--- src/rtl/mem_if_pkg.sv ---
// Shared definitions for the data-memory access path: op encoding,
// default widths and the access controller state type.
package mem_if_pkg;

  localparam int ADDR_W = 8;
  localparam int DATA_W = 8;
  localparam int CNT_W  = 16;

  // The memory's own op encoding: it writes for as long as op is low.
  localparam logic MEM_OP_READ  = 1'b1;
  localparam logic MEM_OP_WRITE = 1'b0;

  typedef enum logic [2:0] {
    ST_IDLE,
    ST_RD,
    ST_WR_SETUP,
    ST_WR_PULSE,
    ST_WR_HOLD
  } mem_ctrl_state_t;

endpackage

--- src/rtl/mem_access_ctrl_if.sv ---
// Request/response handshake between the MEM stage (master) and the
// data-memory access controller (slave).
interface mem_access_ctrl_if #(
  parameter int ADDR_W = mem_if_pkg::ADDR_W,
  parameter int DATA_W = mem_if_pkg::DATA_W
);

  logic              req_valid;
  logic              req_ready;
  logic              req_op;
  logic [ADDR_W-1:0] req_addr;
  logic [DATA_W-1:0] req_wdata;
  logic              resp_valid;
  logic              resp_op;
  logic [DATA_W-1:0] resp_rdata;

  modport master (
    output req_valid, req_op, req_addr, req_wdata,
    input  req_ready, resp_valid, resp_op, resp_rdata
  );

  modport slave (
    input  req_valid, req_op, req_addr, req_wdata,
    output req_ready, resp_valid, resp_op, resp_rdata
  );

endinterface

--- src/rtl/mem_access_ctrl_sat_counter.sv ---
// Up-counter that sticks at all-ones instead of wrapping, so debug
// statistics never read back as a small number after overflow.
module sat_counter #(
  parameter int WIDTH = 16
) (
  input  logic             clk,
  input  logic             reset,
  input  logic             inc,
  output logic [WIDTH-1:0] count
);

  // Count enabled events, holding once every bit is set.
  always_ff @(posedge clk) begin
    if (reset) begin
      count <= '0;
    end else if (inc && (count != '1)) begin
      count <= count + 1'b1;
    end
  end

endmodule

--- src/rtl/mem_access_ctrl.sv ---
// Initiator-side controller for the combinational data memory. Stores are
// sequenced setup -> one-cycle write strobe -> hold so the memory never
// sees an address or data change while its op pin is low.
module mem_access_ctrl #(
  parameter int ADDR_W = mem_if_pkg::ADDR_W,
  parameter int DATA_W = mem_if_pkg::DATA_W,
  parameter int CNT_W  = mem_if_pkg::CNT_W
) (
  input  logic              clk,
  input  logic              reset,
  mem_access_ctrl_if.slave  bus,
  output logic              mem_op,
  output logic [ADDR_W-1:0] mem_address,
  output logic [DATA_W-1:0] mem_write_data,
  input  logic [DATA_W-1:0] mem_data_out,
  output logic [CNT_W-1:0]  rd_count,
  output logic [CNT_W-1:0]  wr_count
);

  import mem_if_pkg::*;

  mem_ctrl_state_t   state;
  mem_ctrl_state_t   state_next;
  logic              accept;
  logic              resp_valid_q;
  logic              resp_op_q;
  logic [DATA_W-1:0] resp_rdata_q;

  assign bus.req_ready  = (state == ST_IDLE) && !reset;
  assign accept         = bus.req_valid && bus.req_ready;
  assign bus.resp_valid = resp_valid_q;
  assign bus.resp_op    = resp_op_q;
  assign bus.resp_rdata = resp_rdata_q;

  // State register; reset from any state lands in IDLE on the next edge.
  always_ff @(posedge clk) begin
    if (reset) begin
      state <= ST_IDLE;
    end else begin
      state <= state_next;
    end
  end

  // Next-state: reads take one cycle, writes walk setup/pulse/hold.
  always_comb begin
    state_next = state;
    case (state)
      ST_IDLE: begin
        if (accept) begin
          state_next = (bus.req_op == MEM_OP_READ) ? ST_RD : ST_WR_SETUP;
        end
      end
      ST_RD:       state_next = ST_IDLE;
      ST_WR_SETUP: state_next = ST_WR_PULSE;
      ST_WR_PULSE: state_next = ST_WR_HOLD;
      ST_WR_HOLD:  state_next = ST_IDLE;
      default:     state_next = ST_IDLE;
    endcase
  end

  // Memory pins are registered so op drops low only for the pulse cycle and
  // address/data move only on the acceptance edge.
  always_ff @(posedge clk) begin
    if (reset) begin
      mem_op         <= MEM_OP_READ;
      mem_address    <= '0;
      mem_write_data <= '0;
    end else begin
      mem_op <= (state_next == ST_WR_PULSE) ? MEM_OP_WRITE : MEM_OP_READ;
      if (accept) begin
        mem_address <= bus.req_addr;
        if (bus.req_op == MEM_OP_WRITE) begin
          mem_write_data <= bus.req_wdata;
        end
      end
    end
  end

  // Completion pulse lands in the IDLE cycle after RD or WR_HOLD; read data
  // is captured at the end of RD and left untouched by writes.
  always_ff @(posedge clk) begin
    if (reset) begin
      resp_valid_q <= 1'b0;
      resp_op_q    <= MEM_OP_READ;
      resp_rdata_q <= '0;
    end else begin
      resp_valid_q <= (state == ST_RD) || (state == ST_WR_HOLD);
      if (state == ST_RD) begin
        resp_op_q    <= MEM_OP_READ;
        resp_rdata_q <= mem_data_out;
      end else if (state == ST_WR_HOLD) begin
        resp_op_q <= MEM_OP_WRITE;
      end
    end
  end

  sat_counter #(.WIDTH(CNT_W)) u_rd_counter (
    .clk   (clk),
    .reset (reset),
    .inc   (state == ST_RD),
    .count (rd_count)
  );

  sat_counter #(.WIDTH(CNT_W)) u_wr_counter (
    .clk   (clk),
    .reset (reset),
    .inc   (state == ST_WR_HOLD),
    .count (wr_count)
  );

endmodule

--- src/flat_wrapper.sv ---
// flat-port wrapper written by rule: the top's interface ports become plain ports
module mem_access_ctrl_flat import mem_if_pkg::*;
#(
  parameter int ADDR_W = mem_if_pkg::ADDR_W,
  parameter int DATA_W = mem_if_pkg::DATA_W,
  parameter int CNT_W  = mem_if_pkg::CNT_W
)
  (clk, reset, mem_op, mem_address, mem_write_data, mem_data_out, rd_count, wr_count, bus_req_valid, bus_req_op, bus_req_addr, bus_req_wdata, bus_req_ready, bus_resp_valid, bus_resp_op, bus_resp_rdata);
  mem_access_ctrl_if #(.ADDR_W(ADDR_W), .DATA_W(DATA_W)) bus_i ();
  input  logic clk;
  input  logic reset;
  output logic mem_op;
  output logic [ADDR_W-1:0] mem_address;
  output logic [DATA_W-1:0] mem_write_data;
  input  logic [DATA_W-1:0] mem_data_out;
  output logic [CNT_W-1:0] rd_count;
  output logic [CNT_W-1:0] wr_count;
  input wire logic [$bits(bus_i.req_valid)-1:0] bus_req_valid;
  input wire logic [$bits(bus_i.req_op)-1:0] bus_req_op;
  input wire logic [$bits(bus_i.req_addr)-1:0] bus_req_addr;
  input wire logic [$bits(bus_i.req_wdata)-1:0] bus_req_wdata;
  output wire logic [$bits(bus_i.req_ready)-1:0] bus_req_ready;
  output wire logic [$bits(bus_i.resp_valid)-1:0] bus_resp_valid;
  output wire logic [$bits(bus_i.resp_op)-1:0] bus_resp_op;
  output wire logic [$bits(bus_i.resp_rdata)-1:0] bus_resp_rdata;
  assign bus_i.req_valid = bus_req_valid;
  assign bus_i.req_op = bus_req_op;
  assign bus_i.req_addr = bus_req_addr;
  assign bus_i.req_wdata = bus_req_wdata;
  assign bus_req_ready = bus_i.req_ready;
  assign bus_resp_valid = bus_i.resp_valid;
  assign bus_resp_op = bus_i.resp_op;
  assign bus_resp_rdata = bus_i.resp_rdata;
  mem_access_ctrl #(.ADDR_W(ADDR_W), .DATA_W(DATA_W), .CNT_W(CNT_W)) u_core (.clk(clk), .reset(reset), .bus(bus_i), .mem_op(mem_op), .mem_address(mem_address), .mem_write_data(mem_write_data), .mem_data_out(mem_data_out), .rd_count(rd_count), .wr_count(wr_count));
endmodule
--- config.mk ---
export PLATFORM = sky130hd
export DESIGN_NAME = mem_access_ctrl_flat
export DESIGN_NICKNAME = d
export VERILOG_FILES = /design/src/rtl/mem_if_pkg.sv /design/src/rtl/mem_access_ctrl_if.sv /design/src/rtl/mem_access_ctrl_sat_counter.sv /design/src/rtl/mem_access_ctrl.sv /design/src/flat_wrapper.sv
export SDC_FILE = /design/constraint.sdc
export NUM_CORES = 1
export LEC_CHECK = 0
export ABC_AREA = 1
export ABC_CLOCK_PERIOD_IN_PS = 2410
export CAP_MARGIN = 0
export CELL_PAD_IN_SITES_DETAIL_PLACEMENT = 1
export CELL_PAD_IN_SITES_GLOBAL_PLACEMENT = 1
export CORE_UTILIZATION = 35
export CTS_CLUSTER_SIZE = 12
export DETAILED_ROUTE_END_ITERATION = 12
export GPL_TIMING_DRIVEN = 0
export PLACE_DENSITY_LB_ADDON = 0.1
export SETUP_SLACK_MARGIN = 0.05
export SYNTH_ARGS = -nofsm -noshare
export SYNTH_HDL_FRONTEND = slang
export SYNTH_SLANG_ARGS = --single-unit
--- constraint.sdc ---
create_clock -name clk -period 2.41 [get_ports clk]
set_input_delay 0.723 -clock clk [delete_from_list [all_inputs] [get_ports clk]]
set_output_delay 0.723 -clock clk [all_outputs]
set_load 0.01 [all_outputs]
# --- Yosys cells after proc, flatten, opt, wreduce, memory -nomap -nowiden ---
# Cells that the tools add are included.
totals:
  out_inout_bits: 60
  inputBits: 28
  register_bits: 62
  wordCells: 32
classes:
  n_bitwise: 1
  n_reduce_logical: 9
  n_eq_ne: 7
  add_sub_neg: 2
  muxes: 4
ops:
  columns: ["op", "n"]
  rows:
  - ["$add 16x1->16 const B", 2]
  - ["$ne 16x16->1 const B", 2]
  - ["$eq 3x2->1 const B", 3]
  - ["$pmux 3 s3", 1]
  - ["$logic_and 1x1->1", 4]
  - ["$eq 3x1->1 const B", 1]
  - ["$eq 3x3->1 const B", 1]
  - ["$logic_not 3->1", 1]
  - ["$mux 3", 1]
  - ["$mux 2", 1]
  - ["$reduce_and 2->1", 1]
  - ["$reduce_or 2->1", 1]
  - ["$logic_not 1->1", 1]
  - ["$logic_or 1x1->1", 1]
  - ["$mux 1", 1]
  - ["$not 1->1", 1]

# --- Depth between registers and ports, before layout ---
# Gate-level depths: netlist (run 1).
logic_depth:
  word_depth: 7
  ltp_mapped: 9
  ltp_nobuf: 9

# --- Hierarchy ---
# A second synthesis (run 1) with hierarchy kept.
unflattened:
  cells_unflattened: 447
  hier_area_um2: 3021.6
modules_own_cells:
  columns: ["mod", "n_inst", "area_per_inst_um2", "cells_each", "seq_area_each_um2"]
  rows:
  - ["sat_counter", 2, 929.6, 149, 320.3]
  - ["mem_access_ctrl", 1, 1162.4, 149, 600.6]

# --- Worst setup path before layout (run 1) ---
# OpenSTA, ideal clock, no wires.
synth_path:
  kind: "input to output"
  from: "input port reset"
  to: "output port bus_req_ready"
  setup_slack_ns: 0.651
  cell_stages: 2
  n_path_buf: 1
  t_required_ns: 1.687
  arrival_time_ns: 1.036
  cell_sequence: "buf_2 -> nor2_4"
synth_via:
  elab_chain_cells: 2
synth_rtl:
  columns: ["item", "line", "text"]
  rows:
  - ["start, declared", "flat_wrapper.sv:11", "input logic reset;"]
  - ["$logic_not 1->1", "mem_access_ctrl.sv:29", "assign bus.req_ready = (state == ST_IDLE) && !reset;"]
  - ["$logic_and 1x1->1", "mem_access_ctrl.sv:29", null]
  - ["end, declared", "flat_wrapper.sv:22", "output wire logic [$bits(bus_i.req_ready)-1:0] bus_req_ready;"]
# No other way between the ends.

# --- Worst setup path after layout (run 1) ---
layout_path:
  from: "register u_core.u_wr_counter.count[0]"
  to: "output port wr_count[0]"
layout_rtl:
  columns: ["item", "line", "text"]
  rows:
  - ["start, declared", "mem_access_ctrl_sat_counter.sv:9", "output logic [WIDTH-1:0] count"]
  - ["start signal, assigned", "mem_access_ctrl_sat_counter.sv:17", "count <= count + 1'b1;"]
  - ["end, declared", "flat_wrapper.sv:17", "output logic [CNT_W-1:0] wr_count;"]
# No word-level cell between the ends.

==> metrics.cfg, run 1 <==
[power]
power_density_nw_per_um2=547
leakage_nw=1.54
ir_worst_vdd_uv=263

[sta]
finalHoldViolCount=0
finClkSkew_ps=5.97
fin_tns_setup_ps=0
slew_viol_final=0
clock.fmax_mhz=472
finalCritPeriodShare=0.878
rsz0062_at_grt=false
layout_min_cycle_time_ps=2120
setup_viol=0
relSlewSlack=0.569
worst_slew_pin_slew_ps=646

[run_status]
status=completed

[setup_path]
critPathMaxStageDelay_ps=600
path_cells=clkdlybuf4s50_1
crit_family=buffers and inverters
rr_startpoint=u_core.u_wr_counter.count[0]
critical_path_arrival_ps=1390
crit_type=register to primary output
cp_max_fo=7
required_ps=1690
reg2reg_slack_ps=690
slowest_stage=clkdlybuf4s50_1
r2r-end=u_core.u_wr_counter.count[11]
r2r_cells=9
critPathLaunch=u_core.u_wr_counter.count[0]
endpoint_kind=primary output
worstSetupPathDepth=1
path_buf_inv=1
worstSetupEndpoint=wr_count[0]
crit_path_start_kind=register

[place]
hpwl_mm=6.02
gp_congestion=0.802
portBuffers=86
dpl_cell_area_um2=3910

[clock_network]
cts.sinks=62
cts_buffers=9
cts_buffer_depth=2
post_cts_buffers=0
cts_hold_buffers=0
cts.reportedPaths.clkPinSlew_ps=70
cts_tree=yes
cts_root_buffer=clkbuf_8
cts_max_level=3
insertion_delay_ps=340
cts_resized=0

[synthesis]
ys.flop_type=dfxtp_1
synth_cell_types=28
syn_nets=438
yosys_warnings=0
async_reset_ff_frac=0
synth_top_area_frac=0.425
synth_area_leaders=dfxtp_1 43%, nand2_1 14%, nor2_1 9.0%
synth_most_common_cell=nand2_1
synthTopCellsByCount=108 x nand2_1, 70 x nor2_1, 62 x dfxtp_1
ys_seq_area_frac=0.425
synth_edf_count=0
synth_seq_cells=62
yosysTopAreaCell=dfxtp_1
synth_area_um2=2920
syn_avg_cell_area_um2=7.16
synthCells=408

[die]
initial_core_util=0.370
dieArea_um2=8710
core_area_um2=7890
die_x_um=93.3
row_count=32
io-pin-count=88
fp.dieH_um=93.3

[global_route]
grt_overflow=0
antenna_found_initial=0
grtUsageTotal=0.197
grt_pass1_vias=2891
grt_start_max_net_pins=11
grt_pass1_wl_mm=13.4

[final_layout]
fin_nets=535
diodes=0
fin_area_um2=4110
drive_gt1_frac=0.106
areaGrowthSynthToFinish_pct=40.8
fillers=998

[route]
ant_nets=0
drt-pass1-iter-count=4
dr_total_vias=2937
avgRoutedWirePerCell_um=13.1
drtIter0Drc=40
drt_wl_total_mm=8.03
vias_per_cell=4.80
drcViolationCount=0

[min_path]
holdCritPathClass=register to register
hp-start=u_core.mem_address[2]

[run]
cap_violations=0

power by group:
group          leakage, nW  internal (mW)  switching, mW
registers            0.503           1.06         0.0164
logic                0.939          0.117          0.108
clock network       0.0996          0.534          0.419
total                 1.54           1.71          0.543
layer usage:
layer  vias up  global-route usage  wire length, um
met2        57               0.346             3960
met5         -                   0                0
li1       1502                   -                -
met1      1367               0.233             3570
met4         0              0.0808              133
met3        11              0.0415              364
worst min-delay path by stage:
stage	to	slack, ps	cells after the start
4_1_cts	u_core.mem_address[4]	470	2
6_report	u_core.mem_address[2]	470	2
5_1_grt	u_core.mem_address[0]	490	2
3_3_place_gp	u_core.bus.resp_op	440	2
3_5_place_dp	u_core.mem_address[4]	460	2
2_1_floorplan	u_core.mem_op	460	2
per-stage QoR:
step	cells	utilization	total power, mW	setup WS [ps]	hold slack (ps)
5_1_grt	612	0.521	2.33	231	489
3_3_place_gp	596	0.496	1.32	62.0	440
6_report	612	0.521	2.25	293	468
3_5_place_dp	596	0.496	1.32	65.6	458
4_1_cts	612	0.521	2.28	50.4	467
2_1_floorplan	408	-	1.19	651	464
logic make-up (layout without fill, tap and decap cells):
family | count (synthesis) | in the layout | synth area share
adder cells (fa/ha/maj) | 2 | 2 | 0.00857
AO/OA/AOI/OAI | 52 | 52 | 0.105
buffers and inverters | 36 | 138 | 0.0523
XOR/XNOR | 12 | 12 | 0.0360
flip-flops | 62 | 62 | 0.425
AND/OR/NAND/NOR | 244 | 244 | 0.374
area by class of cell:
class,count,area (um2),share of cell area
Buffer,10,55.1,0.0134
Clock buffer,13,159,0.0386
Clock inverter,3,42.5,0.0103
Inverter,26,97.6,0.0237
Multi-Input combinational cell,310,1530,0.371
Sequential cell,62,1240,0.302
Tap cell,102,128,0.0310
Timing Repair Buffer,86,863,0.210
sequential cells by signal, summed over array words and instances, names as in the netlist:
signal	count
u_core.u_rd_counter.count	16
u_core.u_wr_counter.count	16
u_core.bus.resp_rdata	8
u_core.mem_address	8
u_core.mem_write_data	8
u_core.state	3
u_core.bus.resp_op	1
u_core.bus.resp_valid	1
u_core.mem_op	1
cells in the final DEF, fill, tap and decap left out, types with 8 or more instances in the layout:
master           netlist  layout
clkdlybuf4s50_1        0      85
nand4_1                8       8
a21oi_1               23      23
dfxtp_1               62      62
clkbuf_8               0      11
nand2_1              108     108
inv_1                 22      22
nand3_1               28      28
nor2_1                70      70
nand2_2               10      10
clkbuf_1               6       8
o21ai_0               11      11
xor2_1                 8       8
o21ai_1               10      10
(Power assumes the default switching activity.)
==> run 2: changes to the inputs <==
Settings changed: SKIP_LAST_GASP from default to 1.
==> results of run 2 <==
Same layout as run 1: the final DEF is identical, and so are final timing and power.
==> run 3: changes to the inputs <==
Settings changed: TNS_END_PERCENT from default to 5.
==> results of run 3 <==
Same layout as run 1: the final DEF is identical, and so are final timing and power.
==> variant 1: new RTL, config.mk and constraints of run 2 <==
Register the output `rd_count`; this adds one clock of latency there. The other outputs are not delayed to match.
--- a/src/rtl/mem_access_ctrl.sv
+++ b/src/rtl/mem_access_ctrl.sv
@@ -19,4 +19,6 @@
 
   import mem_if_pkg::*;
+
+  logic [CNT_W-1:0] rd_count_d;
 
   mem_ctrl_state_t   state;
@@ -99,5 +101,5 @@
     .reset (reset),
     .inc   (state == ST_RD),
-    .count (rd_count)
+    .count (rd_count_d)
   );
 
@@ -109,4 +111,8 @@
   );
 
+  always_ff @(posedge clk) begin
+    rd_count <= rd_count_d;
+  end
+
 endmodule
 
Function: changed (a bounded check fails within 4 cycles, from zero or initial values and one cycle with reset high).
==> variant 1 against run 2 <==
  * Sequential cell count up 16
  * Global-route usage is 0.51 points lower
  * Via count rose by 8.2%
  * Setup slack barely moved
  * Clock skew increased by 0.0013 ns
  * The flow now finishes with violations (design-rule violations)
  * Power is 16% higher
  * First-iteration DRC count is 63% higher
  * Synthesized area grew 11%
  * Wire length up 8.3%
  * Utilization decreased by 1.9 points
  * Critical path depth unchanged
  * Cell area up 8.2%
==> variant 1: results (changes against run 2) <==
* CP peak stage delay at 0.58 ns (-0.02 ns)
* Comb pwr at 0.000212 W (-6%)
* Main area contributors after synthesis: dfxtp_1, nand2_1, nor2_1
* Post-place setup slack at 0.0224 ns (-0.0432 ns)
* Met1 Use GR at 22.4% (-0.87 points)
* Post-synth top cells: nand2_1, nor2_1, dfxtp_1
* Initial DRC Count at 65 (+63%)
* M3 GR Usage at 6.66% (+2.5 points)
* Clock buffers and inverters, area share at 4.81% (-0.089 points)
* Routed Wire Length at 8700 um (+8.3%)
* GRT Overall Usage at 19.2% (-0.51 points)
* DR WL met2 at 4060 um (+2.6%)
* Worst-skew pair later-pin latency at 0.36 ns (+0.02 ns)
* Seq/Total Area, Yosys at 48.2% (+5.7 points)
* Biggest Area Class: sequential cells
* Max VDD drop at 0.000271 V (+3.0%)
* Met3 WL post-DR at 567 um (+56%)
* Fin Clk Skew at 0.00727 ns (+0.00130 ns)
* Net Switching at 0.000611 W (+12%)
* Syn nets at 467 (+6.6%)
* Area of the multi-input gates at 0.00149 mm^2 (-2.1%)
* Synth Area in XOR/XNOR at 3.24% (-0.36 points)
* Failing checks: design-rule violations
* Inverters at 25 (-3.8%)
* Share of layout cells above drive strength 1 at 8.35% (-2.2 points)
* Grt met2 use at 32.3% (-2.3 points)
* Post-synthesis register bit count at 78 (+26%)
* GP Congestion at 0.776 (-3.3%)
* DR DRC count at 2 (+2)
* Mean Syn Cell Area at 7.42 um^2 (+3.6%)
* Total of clock buffers placed in the layout at 10 (-3)
* Filler Cell Count at 1,130 (+13%)
* TritonRoute pass-1 iters at 8 (+4)
* Pleak at 1.58 nW (+2.1%)
* Adder-Cell Fraction of Synth Area at 0.772% (-0.085 points)
* Worst slew pin tran at 0.767 ns (+0.122 ns)
* Multi-input gates at 322 (+3.9%)
* Distinct cells, synth at 25 (-11%)
* Status: finished, violations left
* # nets final at 564 (+5.4%)
* Met1 wire length at 3930 um (+10%)
* Clk network pwr share at 41.0% (-1.4 points)
## variant 1: path summary, 6_finish.rpt
path / from / end / slack (ns) / cells after the start
setup reg to reg: u_core.u_wr_counter.count[0]$_SDFFE_PP0P_ / u_core.u_wr_counter.count[12]$_SDFFE_PP0P_ / 0.58 / 9
setup / recovery: u_core.u_wr_counter.count[2]$_SDFFE_PP0P_ / wr_count[2] / 0.29 / 1
hold / removal: u_core.u_rd_counter.count[1]$_SDFFE_PP0P_ / u_core.rd_count[1]$_DFF_P_ / 0.39 / 0
hold reg to reg: u_core.u_rd_counter.count[1]$_SDFFE_PP0P_ / u_core.rd_count[1]$_DFF_P_ / 0.39 / 0
## variant 1: repair_timing
action,4_1_cts,5_1_grt
endpoints found under the hold margin,0,0
resized for setup,1,0
endpoints found under the setup margin,1,0
buffers inserted,0,0
hold buffers,0,0
==> variant 2: new RTL, settings of run 2 <==
Made on the original files. The package constant `DATA_W` goes from 8 to 10.
--- a/src/rtl/mem_if_pkg.sv
+++ b/src/rtl/mem_if_pkg.sv
@@ -4,5 +4,5 @@
 
   localparam int ADDR_W = 8;
-  localparam int DATA_W = 8;
+  localparam int DATA_W = 10;
   localparam int CNT_W  = 16;
 
Ports: changed (resized bus_req_wdata, bus_resp_rdata, mem_data_out and mem_write_data); port bits go from 88 to 96. The function was not compared with the original's and may differ.
==> variant 2 against run 2 <==
  * Cell area is 4.7% higher
  * Synthesized area is 2.4% higher
  * Critical path type unchanged
  * Wire length is 11% higher
  * Sequential cell count is 4 higher
  * Setup slack worse by 0.074 ns
  * Clock skew is 0.0021 ns higher
  * Cell count is 5.9% higher
  * First-iteration DRC count is 50% higher
  * Power is 7.9% higher
==> variant 2: results (changes against run 2) <==
* Worst-path clk slew at ~0.08 ns
* Crit Path Max Fanout at 4 (-3)
* Routed Wire Length at 8930 um (+11%)
* Status: finished clean
* Share of layout cells above drive strength 1 at 7.55% (-3.0 points)
* Via density at 4.90 (+2.1%)
* Fin Clk Skew at 0.00810 ns (+0.00213 ns)
* Worst Hold Class: flip-flop to flip-flop
* DP Wirelength at 6450 um (+7.1%)
* Buffers on Ports at 93 (+8.1%)
* Initial antenna violation count at 0 (unchanged)
* Gr ovfl total at 0 (unchanged)
* Worst slew pin tran at 0.506 ns (-0.140 ns)
* Critical Path AT at 1.47 ns (+0.08 ns)
* GRT Overall Usage at 21.1% (+1.3 points)
* N_diodes at 0 (unchanged)
* Asr flop ratio synth at 0% (unchanged)
* Clock buffer count from CTS at 9 (unchanged)
* Max VDD drop at 0.000338 V (+29%)
* Initial DRC Count at 60 (+50%)
* Main area contributors after synthesis: dfxtp_1, nand2_1, nor2_1
* TritonRoute pass-1 iters at 4 (unchanged)
* # nets final at 573 (+7.1%)
* DP Cell Count at 628 (+5.4%)
* Worst R2R End: u_core.mem_write_data[9]$_SDFFE_PP0P_
* Clock root buffer: clkbuf_8
* Syn nets at 464 (+5.9%)
* First-pass GRT wire length at 14,500 um (+8.4%)
* Post-place instance area at 0.00405 mm^2 (+3.6%)
* Number of global-route vias before repair at 3,197 (+11%)
* Reg2Reg Setup Slack at 0.52 ns (-0.17 ns)
* Filler Cell Count at 1,040 (+4.2%)
* Routed wire per std cell at 13.8 um (+5.0%)
* R2R cell count at 12 (+3)
* Top Registers: u_core.u_rd_counter.count: 16 flops, u_core.u_wr_counter.count: 16 flops
* Pleak at 1.59 nW (+3.1%)
* Mean Syn Cell Area at 6.95 um^2 (-2.9%)
* Post-synth top cells: nand2_1, nor2_1, dfxtp_1
* EDFF count, synth at 0 (unchanged)
* Critical R2R Launch: u_core.state[0]$_SDFF_PP0_
* Worst-skew pair later-pin latency at roughly 0.35 ns
* Final Hold Slack at 0.469 ns (+0.00107 ns)
* YS warnings at 0 (unchanged)
* Pin count of the biggest net entering global routing at 13 (+2)
* Hold path endpoint: u_core.mem_address[5]$_SDFFE_PP0N_
* Hold Startpoint: u_core.mem_address[5]$_SDFFE_PP0N_
* Seq/Total Area, Yosys at 44.2% (+1.7 points)
* GP Congestion at 0.729 (-9.1%)
[variant 2: changes by cell type after synthesis, sizes merged]
cell / run 2 / this run
a21oi: 29 / 35
xnor2: 4 / 5
nand3b: 1 / 2
buf: 4 / 5
nor2: 83 / 92
clkinv: 1 / 2
xor2: 8 / 7
clkbuf: 6 / 10
o21ai: 23 / 25
nand4: 8 / 10
inv: 25 / 23
dfxtp: 62 / 66
nand2: 119 / 112
a31oi: 0 / 1
[variant 2: worst max-delay path, cell delays in order, from the launching register on]
cell and delay (ns):
dfxtp_1 0.33, inv_2 0.11, nand2_1 0.08, nor3_2 0.19
buf_4 0.15, dlygate4sd2_1 0.27
[variant 2: layout make-up]
class | count | area [um^2] | area share [%]
buffer | 15 | 73.8 | 1.71
clock buffer | 9 | 124 | 2.88
clock inverter | 6 | 92.6 | 2.15
inverter | 25 | 93.8 | 2.18
multi-input combinational | 324 | 1500 | 34.9
sequential | 66 | 1320 | 30.7
tap | 105 | 131 | 3.05
timing repair buffer | 98 | 967 | 22.5
[variant 2: how the worst max path moves through the flow]
stage	startpoint	endpoint	slack (ns)	cells after the start
2_1_floorplan	reset	bus_req_ready	0.41	3
3_5_place_dp	reset	bus_req_ready	-0.28	4
4_1_cts	u_core.state[0]$_SDFF_PP0_	bus_req_ready	0.22	5
6_report	u_core.state[0]$_SDFF_PP0_	bus_req_ready	0.22	5
5_1_grt	u_core.state[0]$_SDFF_PP0_	bus_req_ready	0.11	5
3_3_place_gp	reset	bus_req_ready	-0.26	4
[variant 2: cell families (layout without fill, tap and decap cells)]
family | count (synthesis) | in the layout | share of synthesized area, %
xor+xnor | 12 | 12 | 3.52
fa+ha+maj | 2 | 2 | 0.837
simple gates | 249 | 249 | 35.3
flops | 66 | 66 | 44.2
buf+inv | 40 | 153 | 5.48
compound gates | 61 | 61 | 10.6
[variant 2: layer usage]
| layer | wire length, um | GRT usage, % | vias up |
|---|---|---|---|
| li1 | - | - | 1610 |
| met4 | 104 | 6.15 | 0 |
| met3 | 689 | 9.26 | 10 |
| met5 | 0 | 0 | - |
| met2 | 4240 | 35.9 | 66 |
| met1 | 3900 | 23.7 | 1489 |
[variant 2: power breakdown]
group | internal (W) | switching [W]
Combinational | 0.000132 | 0.000117
Sequential | 0.00112 | 0.0000174
Clock | 0.000580 | 0.000458
Total | 0.00183 | 0.000592
[variant 2: timing repair]
item | in CTS | in global routing
resized for setup | 3 | 0
setup buffers | 5 | 0
setup endpoints to repair | 1 | 0
[variant 2: per-stage QoR]
| step | total power, W | setup slack (ns) |
|---|---|---|
| floorplan | 0.00126 | 0.405 |
| global placement | 0.00140 | -0.255 |
| detailed placement | 0.00140 | -0.280 |
| CTS | 0.00246 | 0.224 |
| global route | 0.00253 | 0.108 |
| finish | 0.00243 | 0.219 |
